[src/rtl/audio_pkg.sv]
// Shared constants and state encoding for the tone sequencer and its helpers.
package audio_pkg;

    localparam int unsigned PHASE_W     = 16;
    localparam int unsigned INDEX_SHIFT = 6;
    localparam int unsigned ROM_INDEX_W = 11;
    localparam int unsigned FREQ_ID_W   = 5;

    // freq_id whose ROM frequency is 0; plays silence for its duration
    localparam logic [FREQ_ID_W-1:0] FREQ_ID_REST = 5'd31;

    typedef enum logic [1:0] {
        IDLE = 2'd0,
        LOAD = 2'd1,
        PLAY = 2'd2
    } tone_state_t;

endpackage

[src/rtl/tone_phase_acc.sv]
// 16-bit phase accumulator: wraps naturally, exposes half-period sign and ROM index.
module tone_phase_acc
    import audio_pkg::*;
(
    input  logic                   clk,
    input  logic                   rst_n,
    input  logic                   clear,
    input  logic                   advance,
    input  logic [PHASE_W-1:0]     freq,
    output logic                   sign,
    output logic [ROM_INDEX_W-1:0] index
);

    logic [PHASE_W-1:0] phase;

    // Phase register; clear wins over advance
    always_ff @(posedge clk or negedge rst_n) begin
        if (!rst_n) begin
            phase <= '0;
        end else if (clear) begin
            phase <= '0;
        end else if (advance) begin
            phase <= phase + freq;
        end
    end

    assign sign  = phase[PHASE_W-1];
    assign index = ROM_INDEX_W'(phase >> INDEX_SHIFT);

endmodule

[src/rtl/tone_player.sv]
// Note sequencer that shares the sine/frequency ROM with the display renderer.
module tone_player
    import audio_pkg::*;
#(
    parameter int unsigned BITS  = 6,
    parameter int unsigned DUR_W = 16
)
(
    input  logic                   clk,
    input  logic                   rst_n,
    input  logic                   sample_tick,
    input  logic                   note_valid,
    output logic                   note_ready,
    input  logic [4:0]             note_id,
    input  logic [DUR_W-1:0]       note_dur,
    input  logic                   abort,
    output logic [10:0]            rom_index,
    output logic [4:0]             rom_freq_id,
    input  logic [BITS-1:0]        rom_level,
    input  logic [15:0]            rom_freq,
    input  logic                   disp_req,
    input  logic [10:0]            disp_index,
    output logic                   disp_gnt,
    output logic [BITS-1:0]        disp_level,
    output logic                   disp_level_valid,
    output logic signed [BITS:0]   audio_sample,
    output logic                   audio_valid,
    output logic                   busy
);

    tone_state_t            state;
    logic [FREQ_ID_W-1:0]   id_reg;
    logic [DUR_W-1:0]       dur_cnt;
    logic [PHASE_W-1:0]     freq_reg;

    logic                   audio_slot;
    logic                   accept;
    logic                   phase_clear;
    logic                   phase_adv;
    logic                   phase_sign;
    logic [ROM_INDEX_W-1:0] phase_index;
    logic [BITS:0]          level_ext;
    logic [BITS:0]          sample_next;

    assign note_ready  = (state == IDLE) & ~abort;
    assign accept      = note_valid & note_ready;
    assign audio_slot  = (state == PLAY) & sample_tick;
    assign disp_gnt    = disp_req & ~audio_slot;
    assign rom_freq_id = (state == IDLE) ? '0 : id_reg;
    assign busy        = (state != IDLE);

    assign phase_clear = abort | accept;
    assign phase_adv   = audio_slot & (id_reg != FREQ_ID_REST);

    tone_phase_acc u_phase (
        .clk     (clk),
        .rst_n   (rst_n),
        .clear   (phase_clear),
        .advance (phase_adv),
        .freq    (freq_reg),
        .sign    (phase_sign),
        .index   (phase_index)
    );

    // ROM index arbitration: audio owns the port on its tick, display otherwise
    always_comb begin
        rom_index = '0;
        if (audio_slot) begin
            rom_index = phase_index;
        end else if (disp_gnt) begin
            rom_index = disp_index;
        end
    end

    // Second half of the period plays the negated level
    always_comb begin
        level_ext   = {1'b0, rom_level};
        sample_next = phase_sign ? ((BITS+1)'(0) - level_ext) : level_ext;
    end

    // Note sequencer; abort overrides everything including a pending note
    always_ff @(posedge clk or negedge rst_n) begin
        if (!rst_n) begin
            state    <= IDLE;
            id_reg   <= '0;
            dur_cnt  <= '0;
            freq_reg <= '0;
        end else if (abort) begin
            state   <= IDLE;
            dur_cnt <= '0;
        end else begin
            case (state)
                IDLE: begin
                    if (note_valid) begin
                        id_reg  <= note_id;
                        dur_cnt <= (note_dur == '0) ? DUR_W'(1) : note_dur;
                        state   <= LOAD;
                    end
                end
                LOAD: begin
                    freq_reg <= rom_freq;
                    state    <= PLAY;
                end
                PLAY: begin
                    if (sample_tick) begin
                        dur_cnt <= dur_cnt - DUR_W'(1);
                        if (dur_cnt == DUR_W'(1)) begin
                            state <= IDLE;
                        end
                    end
                end
                default: state <= IDLE;
            endcase
        end
    end

    // Registered audio and display results, one cycle after their ROM slot
    always_ff @(posedge clk or negedge rst_n) begin
        if (!rst_n) begin
            audio_sample     <= '0;
            audio_valid      <= 1'b0;
            disp_level       <= '0;
            disp_level_valid <= 1'b0;
        end else begin
            audio_valid      <= sample_tick;
            disp_level_valid <= disp_gnt;
            if (sample_tick) begin
                audio_sample <= audio_slot ? sample_next : '0;
            end
            if (disp_gnt) begin
                disp_level <= rom_level;
            end
        end
    end

endmodule

[config.mk]
export PLATFORM = sky130hd
export DESIGN_NAME = tone_player
export DESIGN_NICKNAME = d
export VERILOG_FILES = /design/src/rtl/audio_pkg.sv /design/src/rtl/tone_phase_acc.sv /design/src/rtl/tone_player.sv
export SDC_FILE = /design/constraint.sdc
export NUM_CORES = 1
export LEC_CHECK = 0
export ABC_AREA = 1
export CAP_MARGIN = 5
export CORE_MARGIN = 3
export CORE_UTILIZATION = 61
export CTS_BUF_LIST = sky130_fd_sc_hd__clkbuf_8
export DETAILED_ROUTE_END_ITERATION = 10
export DONT_BUFFER_PORTS = 1
export PLACE_DENSITY = 0.79
export SLEW_MARGIN = 40
export SYNTH_ARGS = -nofsm -noshare
export SYNTH_HDL_FRONTEND = slang
export SYNTH_SLANG_ARGS = --single-unit
[constraint.sdc]
create_clock -name clk -period 2.7 [get_ports clk]
set_clock_uncertainty 0.05 [all_clocks]
set_input_delay 0.81 -clock clk [delete_from_list [all_inputs] [get_ports clk]]
set_output_delay 0.81 -clock clk [all_outputs]
set_load 0.03 [all_outputs]
Word-level counts from Yosys, hierarchy flattened
Cells that the tools add are included.
Widths: inputs -> output; s select.
{"block": "op_classes", "addsub": 3, "eq_ne": 7, "mux": 17, "bitwise_logic": 8, "n_reduce_logical": 9}
{"cell": "$mux 16", "n": 6}
{"cell": "$pmux 16 s2", "n": 1}
{"cell": "$mux 11", "n": 2}
{"cell": "$add 16x16->16", "n": 1}
{"cell": "$eq 16x1->1 const B", "n": 1}
{"cell": "$logic_not 16->1", "n": 1}
{"cell": "$sub 16x1->16 const B", "n": 1}
{"cell": "$mux 7", "n": 2}
{"cell": "$reduce_and 3->1", "n": 3}
{"cell": "$mux 2", "n": 4}
{"cell": "$sub 1x6->7 const A", "n": 1}
{"cell": "$ne 3x3->1 const B", "n": 2}
{"cell": "$pmux 2 s3", "n": 1}
{"cell": "$and 1x1->1", "n": 5}
{"cell": "$mux 5", "n": 1}
{"cell": "$ne 5x5->1 const B", "n": 1}
{"cell": "$reduce_bool 2->1", "n": 2}
{"cell": "$ne 3x2->1 const B", "n": 1}
{"cell": "$reduce_bool 3->1", "n": 1}
{"cell": "$eq 2x1->1 const B", "n": 1}
{"cell": "$eq 2x2->1 const B", "n": 1}
{"cell": "$logic_not 2->1", "n": 1}
{"cell": "$not 1->1", "n": 2}
{"cell": "$reduce_and 2->1", "n": 1}
{"cell": "$or 1x1->1", "n": 1}
{"block": "totals", "register_bits": 70, "word_cells": 53}

Longest topological paths before layout
Gate-level depths: netlist (run 1).
{"block": "logic_depth", "ltp_word": 6, "ltp_mapped": 11, "mapped_depth_nobuf": 11}

By module
Synthesis (run 1) repeated with hierarchy kept, for this count alone.
{"block": "hier_totals", "cells_unflattened": 645, "hier_area_um2": 4689.5}
{"mod": "tone_player", "n_inst": 1, "cells_per_inst": 390, "area_each_um2": 3072.9, "seq_area_each_um2": 1351.3}
{"mod": "tone_phase_acc", "n_inst": 1, "cells_per_inst": 255, "area_each_um2": 1616.6, "seq_area_each_um2": 400.4}

Least setup slack after synthesis (run 1)
OpenSTA, ideal clock, no wires.
{"block": "synth_timing", "path_type": "input port to output port", "from": "input port sample_tick", "to": "output port rom_index[2]", "t_arrival_ps": 1856, "path_slack_ps": -16, "stages": 7, "n_path_buf": 1, "path_cell_list": "inv_2 -> nor2_4 -> inv_2 -> nand2_1 -> inv_1 -> buf_2 -> a22o_1"}
{"block": "synth_via", "elab_chain_len": 5}
{"item": "start: declaration", "line": "tone_player.sv:11", "text": "input logic sample_tick,"}
{"item": "$and 1x1->1", "line": "tone_player.sv:47", "text": "assign audio_slot = (state == PLAY) & sample_tick;"}
{"item": "$not 1->1", "line": "tone_player.sv:48", "text": "assign disp_gnt = disp_req & ~audio_slot;"}
{"item": "$and 1x1->1", "line": "tone_player.sv:48"}
{"item": "net disp_gnt", "line": "tone_player.sv:23", "text": "output logic disp_gnt,"}
{"item": "$mux 11", "line": "tone_player.sv:70", "text": "end else if (disp_gnt) begin"}
{"item": "$mux 11", "line": "tone_player.sv:68", "text": "if (audio_slot) begin"}
{"item": "end: declaration", "line": "tone_player.sv:17", "text": "output logic [10:0] rom_index,"}
The timed path passes the listed nets, and every way through them passes these cells.

Worst setup path after layout (run 1)
{"block": "layout_timing", "from": "register state[0]", "to": "output port rom_index[1]"}
{"block": "layout_via", "elab_chain_len": 6}
{"item": "start: declaration", "line": "tone_player.sv:31", "text": "tone_state_t state;"}
{"item": "start signal: assignment", "line": "tone_player.sv:84", "text": "state <= IDLE;"}
{"item": "start signal: assignment", "line": "tone_player.sv:89", "text": "state <= IDLE;"}
{"item": "start signal: assignment", "line": "tone_player.sv:97", "text": "state <= LOAD;"}
{"item": "$eq 2x2->1 (*)", "line": "tone_player.sv:47"}
{"item": "$and 1x1->1 (*)", "line": "tone_player.sv:47"}
{"item": "$not 1->1", "line": "tone_player.sv:48"}
{"item": "$and 1x1->1", "line": "tone_player.sv:48"}
{"item": "$mux 11", "line": "tone_player.sv:70"}
{"item": "$mux 11 (*)", "line": "tone_player.sv:68"}
Mark *: on every way between the ends. The rest lies on a longest branch, timed or not.

==> results of run 1 <==
synth_stat cells, drive strengths merged:
library cell / instances
nand2: 202
dfrtp: 70
a31oi: 1
nor3: 6
nand4: 5
a22o: 7
o22ai: 3
inv: 77
or2: 3
mux2: 15
nor4: 1
buf: 10
nor2: 71
ha: 18
nand3b: 3
a21oi: 18
nand3: 32
nor3b: 1
fa: 1
xnor2: 3
o21ai: 48
xor2: 4
a32o: 2
clkbuf: 2
cells in the final DEF, fill, tap and decap left out:
master	n
inv_1	70
mux2_2	15
nor2_2	1
fa_1	1
nor2_1	68
nor3b_1	1
ha_1	18
nand2_1	197
xnor2_1	3
nor3_1	6
a21oi_1	17
clkinv_4	2
inv_2	6
a21oi_4	1
nand4_1	5
inv_6	3
clkinvlp_4	2
xor2_1	4
a32o_2	2
o21ai_1	6
clkbuf_8	9
a22o_2	7
nor2_4	2
o21ai_0	42
nor4_1	1
or2_2	3
nand3_2	2
nand3b_1	3
bufinv_16	2
o22ai_1	3
nand2_4	1
dfrtp_1	70
nand2_2	4
nand3_1	30
buf_4	9
a31oi_1	1
cell type report:
class | count | area [sq um] | area share (%)
Inverter | 77 | 292.8 | 6.166
Clock buffer | 9 | 123.9 | 2.609
Sequential cell | 70 | 1752 | 36.89
Multi-Input combinational cell | 444 | 2281 | 48.04
Clock inverter | 7 | 103.9 | 2.187
Tap cell | 96 | 120.1 | 2.530
Timing Repair Buffer | 9 | 67.56 | 1.423
Timing Repair inverter | 1 | 7.507 | 0.1581
worst max path at each step:
stage	startpoint	to	slack, ns	depth (start not counted)
after floorplan	sample_tick	rom_index[9]	0.03	8
after global placement	sample_tick	rom_index[1]	0.13	6
after detailed placement	sample_tick	rom_index[1]	0.10	6
after CTS	state[0]	rom_index[1]	0.03	7
after global routing	state[0]	rom_index[1]	-0.007	7
final	state[0]	rom_index[1]	0.09	7
through the flow:
step	utilization [%]	setup TNS (ns)	hold slack, ns
6_report	69.13	0	0.1036
5_1_grt	69.13	-0.006726	0.07446
4_1_cts	68.82	0	0.09206
3_5_place_dp	65.50	0	0.4340
3_3_place_gp	65.50	0	0.4171
2_1_floorplan	-	0	0.4028
kinds of logic after synthesis:
family                     after synthesis  share of synthesized area, %
AOI/OAI and AO/OA                       79                         10.25
xor gates and xnor gates                 7                         1.402
adders and majority gates               19                         5.610
buffers and inverters                   89                         8.185
DFF                                     70                         40.07
muxes                                   15                         3.864
and+or+nand+nor                        324                         30.62
routing by layer:
metal  track usage (%)  up-vias  share of wire [%]
met4             6.122        0                1.5
li1                  -     1943                  -
met2             42.74      152                 48
met5                 0        -                  0
met1             33.68     1807                 43
met3             6.167       19                7.0
timing repair:
item | in CTS | in global routing
gates resized for setup | 0 | 6
buffers inserted | 0 | 0
endpoints found under the setup margin | 0 | 10
power by group:
part           switching, mW  internal, mW  total (mW)
Sequential             0.134          1.18        1.32
Combinational          0.486         0.284       0.771
Clock                  0.451         0.534       0.985
Total                   1.07          2.00        3.07
==> impl_results.md, run 1 <==
- Status: finished, final reports clean
- Top Ports: 94
- Syn_nets: slightly below 700
- Setup ws final: between 0.08 and 0.09 ns
- Final std cells w/o fill: slightly above 700
- Netlist cell types: 33
- Root buf cell: clkbuf_8
- Area growth syn-to-layout: 8.615%
- DR iter-0 viols: ~210
- Final setup fails: 0
- CTS sink cnt: 70
- Largest net degree at the start of global routing: 71
- Core outline area: between 6000 and 7000 sq um
- Least-Margin Pin Slew: 0.5795 ns
- Peak Freq: 0.3825 GHz
- Share of cells above drive strength 1: a little under an eighth
- Post-route cell area: around 4700 sq um
- Area share of the largest cell type after synthesis: 40.07%
- Slowest-stage cell, CP: dfrtp_1
- Clock transition at the registers of the reported paths: 0.08 ns
- Buf+Inv Stages, Crit Path: 3
- # port buffers: 0
- First-pass GRT wire length: around 17000 um
- Nets: roughly 690
- Initial antenna violation count: 0
- Placed instance count: approximately 700
- Initial Util: about 64%
- Vias in the first global route: 3821
- Die width: about 90 um
- Leak pwr: around 2.5 nW
- Synth Register Bits: 70
- Synth Instances: approximately 600
- Most used cell, CP: inv_2
- CTS tree: yes
- GRT Overall Usage: between 20 and 30%
- Dpl hpwl: 7479 um
- Pre-CTS WS: 0.1018 ns
- WS Path Type: flip-flop to output port
- WL final: just over 10000 um
- Vias per cell: between 5 and 6
- Grt ovf: 0
- Crit path max-delay family: flip-flops
- Tot Pwr: approximately 3 mW
- Crit-path max cell delay: 0.42 ns
- GP Congestion: between 0.8 and 0.9
- DRC viols: 0
- # rows: 30
- Filler cell count: about 600
- Post-DP Area: 4499 sq um
- Largest cells by area after synthesis: dfrtp_1 (40%), nand2_1 (17%), inv_1 (6.1%), nor2_1 (5.8%), ha_1 (5.2%)
- Relative slew slack: roughly three fifths
- Final worst-path cycle share: 96.82%
- Slew Viols, Final: 0
- CTS H-tree lvls: 3
- Detailed-route via count: slightly below 4000
- WL/cell: between 10 and 15 um
- Drt first pass iters: 5
- Critical-path cell list: inv_2, nand2_2, nor2_4, inv_2, nand2_4, clkinvlp_4, a32o_2
- Die H: slightly above 90 um
- Antenna viol nets, final: 0
- Die area: a little over 8000 sq um
- Clk buf depth: 2
- Post-Syn Area: between 4000 and 5000 sq um
- Critical Path Start Type: flip-flop
- FF-to-FF setup slack: 0.68 ns
- TritonCTS buffer count: 9
- Max cap viols: 0
- CTS Hold Bufs: 0
- Worst skew pair latency: between 0.3 and 0.4 ns
- Worst flop-to-flop path startpoint: state[1]
- Final Hold Fails: 0
- Sequential fraction of the synthesis area: between 40% and 50%
- Mean Syn Cell Area: a little over 7 sq um
- Worst min path class: input port to asynchronous set/reset pin
- Req. time, crit path: ~1.8 ns
- YS warnings: 0
- Reg2Reg Capture Point: dur_cnt[6]
- Power Density: between 600 and 700 nW/um^2
- # diodes: 0
- Critical Path End Type: output port
- R2R cell count: 10
- Worst vdd ir: roughly 0.40 mV
- Final Critical Period: between 2 and 3 ns
- Synth area leader: dfrtp_1
- Crit path max fanout: 6
- CP arrival: 1.75 ns
No activity file was read; power rests on OpenSTA's default activity.
==> inputs of run 2 (changes only) <==
clock period = 3.31 ns   (was 2.7 ns; I/O delays follow)
==> impl_results.md, run 2 (same netlist as run 1, synthesis figures left out) <==
- CTS Hold Bufs: 0 (unchanged)
- DRC viols: 0 (unchanged)
- Dpl hpwl: 7372 um (-1.4%)
- FF-to-FF setup slack: 1.13 ns (+0.45 ns)
- Clock transition at the registers of the reported paths: 0.09 ns (about the same)
- Final Hold Fails: 0 (unchanged)
- Core outline area: 6869 sq um (unchanged)
- Die H: 90.66 um (unchanged)
- Detailed-route via count: 3868 (-1.4%)
- Clk network pwr share: 30.2% (-1.8 points)
- First-pass GRT wire length: 17390 um (+0.76%)
- Crit path launch: state[0]
- Levels on crit path: 7 (unchanged)
- CTS sink cnt: 70 (unchanged)
- Root buf cell: clkbuf_8
- Combinational share of power: 25.6% (+0.5 points)
- WL final: 9945 um (-3.2%)
- Initial antenna violation count: 0 (unchanged)
- Sum Neg Setup Slack: 0 ns (unchanged)
- Max cap viols: 0 (unchanged)
- Final core occ: 68.91% (-0.22 points)
- Peak Freq: 0.3286 GHz
- Filler cell count: 596 (-1.3%)
- Slowest-stage cell, CP: dfrtp_1
- Post-route cell area: 4733 sq um (-0.32%)
- Crit-path max cell delay: 0.41 ns (about the same)
- DR iter-0 viols: 203 (-1.5%)
- WL/cell: 13.87 um (-3.8%)
- Most common cell after layout, fill and taps aside: nand2_1
- Nets: 695 (+0.58%)
- Worst skew pair latency: 0.34 ns (about the same)
- Worst vdd ir: 0.3460 mV (-13%)
- RSZ-0062 raised after global routing: no
- Status: finished, final reports clean
- Worst flop-to-flop path startpoint: state[0]
- Final setup fails: 0 (unchanged)
- CP arrival: 2.00 ns (+0.25 ns)
- Die area: 8218 sq um (unchanged)
- GP Congestion: 0.8876 (+4.4%)
- # rows: 30 (unchanged)
- Die width: 90.66 um (unchanged)
- Final Critical Period: between 3 and 4 ns
- Most used cell, CP: inv_2
- WS Path Type: flip-flop to output port
- NetSw: 879.5 uW (-18%)
- Initial Util: 63.64% (unchanged)
- Slew Viols, Final: 0 (unchanged)
- Final worst-path cycle share: approximately nine tenths
- Crit path max-delay family: buffers and inverters
- # port buffers: 0 (unchanged)
- Largest net degree at the start of global routing: 71 (unchanged)
- Top Ports: 94 (unchanged)
- Grt ovf: 0 (unchanged)
- CTS H-tree lvls: 3 (unchanged)
- Critical-path cell list: inv_2, nand2_2, nor2_4, inv_2, nand2_1, inv_1, a32o_1
- Reg2Reg Capture Point: dur_cnt[5]
- Critical Path End Type: output port
- Post-DP Area: 4528 sq um (+0.64%)
- Crit path max fanout: 14 (+8)
- Buf+Inv Stages, Crit Path: 3 (unchanged)
- Antenna viol nets, final: 0 (unchanged)
- CTS tree: yes
- Register share of total power: 44.2% (+1.3 points)
- Pint: 1.556 mW (-22%)
- Setup ws final: 0.2668 ns (+0.1810 ns)
- Vias in the first global route: 3878 (+1.5%)
- R2R cell count: 9 (-1)
- Req. time, crit path: 2.27 ns (+0.43 ns)
- GRT Overall Usage: 25.63% (about the same)
- Leading cell types in the layout, fill and taps excluded: nand2_1 (198), inv_1 (71), dfrtp_1 (70)
- TritonCTS buffer count: 9 (unchanged)
- # resized after CTS: 0 (unchanged)
- # diodes: 0 (unchanged)
- Clk buf depth: 2 (unchanged)
- Power Density: 514.5 nW/um^2 (-21%)
- Sw Share: 36.12% (+1.2 points)
- Worst setup path endpoint: rom_index[1]
- Relative slew slack: 61.18% (about the same)
- Area growth syn-to-layout: 8.271%
- Share of cells above drive strength 1: 10.31% (-1.2 points)
- Post CTS Setup Buffer Count: 0 (unchanged)
- Pre-CTS WS: 0.3249 ns (+0.2232 ns)
- Least-Margin Pin Slew: 0.5801 ns (+0.0006034 ns)
- Critical Path Start Type: flip-flop
- Worst min path class: input port to asynchronous set/reset pin
- Leak pwr: 2.508 nW (+0.11%)
- Vias per cell: 5.395 (-1.9%)
- Tot Pwr: 2.435 mW (-21%)
- Drt first pass iters: 5 (unchanged)
==> run 2: routing by layer <==
layer	global-route usage, %	up-vias	share of wire [%]
met2	42.68	110	48
met4	9.821	0	1.6
met5	0	-	0
met3	5.083	15	6.1
li1	-	1951	-
met1	32.93	1792	44
==> run 2: cell type report <==
cell class,instances,area (sq um),area share (%)
tap,96,120.1,2.538
sequential,70,1752,37.01
timing repair buffer,14,105.1,2.220
inverter,77,289.0,6.106
clock buffer,9,123.9,2.617
multi-input combinational,444,2262,47.79
clock inverter,7,81.33,1.718
==> run 2: power by group through the flow <==
stage | clock (mW) | combinational [mW] | sequential [mW]
after floorplan | 0 | 0.509 | 1.07
after global placement | 0 | 0.592 | 1.09
after detailed placement | 0 | 0.613 | 1.09
after CTS | 0.738 | 0.619 | 1.08
after global routing | 0.779 | 0.707 | 1.09
final | 0.736 | 0.623 | 1.08
==> run 2: worst min path at each step <==
stage,to,slack (ns),depth (start not counted)
final,audio_sample[0],0.28,0
after global routing,dur_cnt[4],0.26,0
after CTS,disp_level[0],0.27,0
after detailed placement,u_phase.phase[4],0.44,2
after global placement,u_phase.phase[0],0.42,2
after floorplan,u_phase.phase[0],0.40,2
==> run 2: per-stage QoR <==
step / cells / hold slack, ns
final: 717 / 0.2795
after global routing: 717 / 0.2572
after CTS: 717 / 0.2719
after detailed placement: 701 / 0.4361
after global placement: 701 / 0.4161
after floorplan: 603 / 0.4028
==> inputs of run 3 (changes only) <==
CORE_UTILIZATION = 51   (was 61)
PLACE_DENSITY = 0.68   (was 0.79)
==> impl_results.md, run 3 (same netlist as run 1, synthesis figures left out) <==
- Crit path max fanout: 14 (unchanged)
- CTS H-tree lvls: 3 (unchanged)
- Critical Path Start Type: flip-flop
- Largest net degree at the start of global routing: 71 (unchanged)
- Sum Neg Setup Slack: 0 ns (unchanged)
- Dpl hpwl: 7636 um (+3.6%)
- Power Density: 508.4 nW/um^2 (-1.2%)
- Reg area: 1752 sq um (unchanged)
- Crit path max-delay family: buffers and inverters
- Grt ovf: 0 (unchanged)
- Area occupied by multi-input gates: 2265 sq um (+0.11%)
- Clk buf depth: 2 (unchanged)
- Slowest-stage cell, CP: dfrtp_1
- Status: finished, final reports clean
- Detailed-route via count: 3838 (-0.78%)
- CP arrival: 2.07 ns (+0.07 ns)
- # rows: 33 (+10%)
- RSZ-0062 raised after global routing: no
- Most common cell after layout, fill and taps aside: nand2_1
- Critical-path cell list: inv_2, nand2_2, nor2_4, inv_2, nand2_2, clkinvlp_4, a22o_1, buf_4
- Setup ws final: 0.2004 ns (-0.06642 ns)
- Post CTS Setup Buffer Count: 0 (unchanged)
- Worst vdd ir: 0.2865 mV (-17%)
- Clock transition at the registers of the reported paths: 0.08 ns (about the same)
- Leading cell types in the layout, fill and taps excluded: nand2_1 (197), inv_1 (70), dfrtp_1 (70)
- Relative slew slack: 61.87% (+0.69 points)
- Final worst-path cycle share: 93.95% (+2.0 points)
- Area growth syn-to-layout: 8.472%
- Antenna viol nets, final: 0 (unchanged)
- Critical Path End Type: output port
- Initial Util: 52.94% (-11 points)
- Slew Viols, Final: 0 (unchanged)
- Leak pwr: 2.493 nW (-0.57%)
- TritonCTS buffer count: 9 (unchanged)
- Final Hold Fails: 0 (unchanged)
- # diodes: 0 (unchanged)
- CTS sink cnt: 70 (unchanged)
- Nets: 695 (unchanged)
- Worst skew pair latency: 0.34 ns (about the same)
- Worst min path class: input port to asynchronous set/reset pin
- GP Congestion: 0.9306 (+4.8%)
- WS Path Type: flip-flop to output port
- Peak Freq: 0.3216 GHz (-2.1%)
- # port buffers: 0 (unchanged)
- WL final: 10250 um (+3.1%)
- CTS tree: yes
- Req. time, crit path: 2.27 ns (about the same)
- Filler cell count: 786 (+32%)
- Core outline area: 8258 sq um (+20%)
- DR iter-0 viols: 151 (-26%)
- Die area: 9719 sq um (+18%)
- Vias per cell: 5.287 (-2.0%)
- Least-Margin Pin Slew: 0.5698 ns (-0.01034 ns)
- Initial antenna violation count: 0 (unchanged)
- Share of cells above drive strength 1: 10.63% (+0.32 points)
- WL/cell: 14.12 um (+1.8%)
- Drt first pass iters: 5 (unchanged)
- GRT Overall Usage: 21.64% (-4.0 points)
- Root buf cell: clkbuf_8
- First-pass GRT wire length: 17120 um (-1.6%)
- CTS Hold Bufs: 0 (unchanged)
- DRC viols: 0 (unchanged)
- Die H: 98.59 um (+8.7%)
- Pre-CTS WS: 0.2208 ns (-0.1041 ns)
- Max cap viols: 0 (unchanged)
- Crit-path max cell delay: 0.42 ns (about the same)
- Final Critical Period: 3.110 ns (+0.06642 ns)
- Top Ports: 94 (unchanged)
- Final setup fails: 0 (unchanged)
- Vias in the first global route: 3793 (-2.2%)
- FF-to-FF setup slack: 1.20 ns (+0.07 ns)
- Buf+Inv Stages, Crit Path: 4 (+1)
- Die width: 98.59 um (+8.7%)
- # resized after CTS: 0 (unchanged)
-- run 3: cell types whose count changed in the layout (fill, tap and decap cells not counted), sizes merged --
| cell | change |
|---|---|
| clkinvlp | +3 |
| buf | -1 |
| inv | -2 |
-- run 3: metrics by stage --
step                cells  instance area [sq um]  power (mW)  util [%]  hold WS [ns]
floorplan             603                   4372       1.576         -        0.4028
global placement      709                   4532       1.688     54.88        0.4172
detailed placement    709                   4532       1.714     54.88        0.4243
CTS                   725                   4728       2.428     57.26        0.2642
global route          726                   4742       2.576     57.42        0.2541
finish                726                   4742       2.411     57.42        0.2855
-- run 3: cell type report --
| type | instances | share of cell area (%) |
|---|---|---|
| repair buffers | 13 | 2.058 |
| clock inverters | 7 | 1.530 |
| repair inverters | 1 | 0.1583 |
| well taps | 105 | 2.770 |
| multi-input cells | 444 | 47.76 |
| inverters | 77 | 6.174 |
| flip-flops and latches | 70 | 36.94 |
| clock buffers | 9 | 2.612 |
-- run 3: report_power, final --
part           internal (mW)  switching (mW)
logic                  0.232           0.387
registers              0.966           0.114
clock network          0.350           0.362
-- run 3: path summary, 6_finish.rpt --
kind	start	to	cells past startpoint
max	state[0]	rom_index[2]	8
min	rst_n	dur_cnt[5]	0
max reg2reg	state[0]	dur_cnt[2]	9
min reg2reg	u_phase.phase[0]	u_phase.phase[0]	2
max in group asynchronous	rst_n	freq_reg[14]	0
min in group clk	u_phase.phase[0]	u_phase.phase[0]	2
-- run 3: layer usage --
layer | global-route usage, % | vias to the layer above | routed length [um]
li1 | - | 1948 | -
met1 | 26.93 | 1780 | 4617
met2 | 37.60 | 99 | 4983
met3 | 5.237 | 11 | 541
met4 | 5.882 | 0 | 107
met5 | 0 | - | 0
-- run 3: worst reg2reg max path, stage by stage, from the launching register on --
cell,delay (ns)
dfrtp_1,0.42
inv_2,0.10
nand2_2,0.16
nor2_2,0.38
nand2_1,0.11
nand2_1,0.09
inv_2,0.05
nand2_1,0.28
inv_1,0.19
o22ai_1,0.19
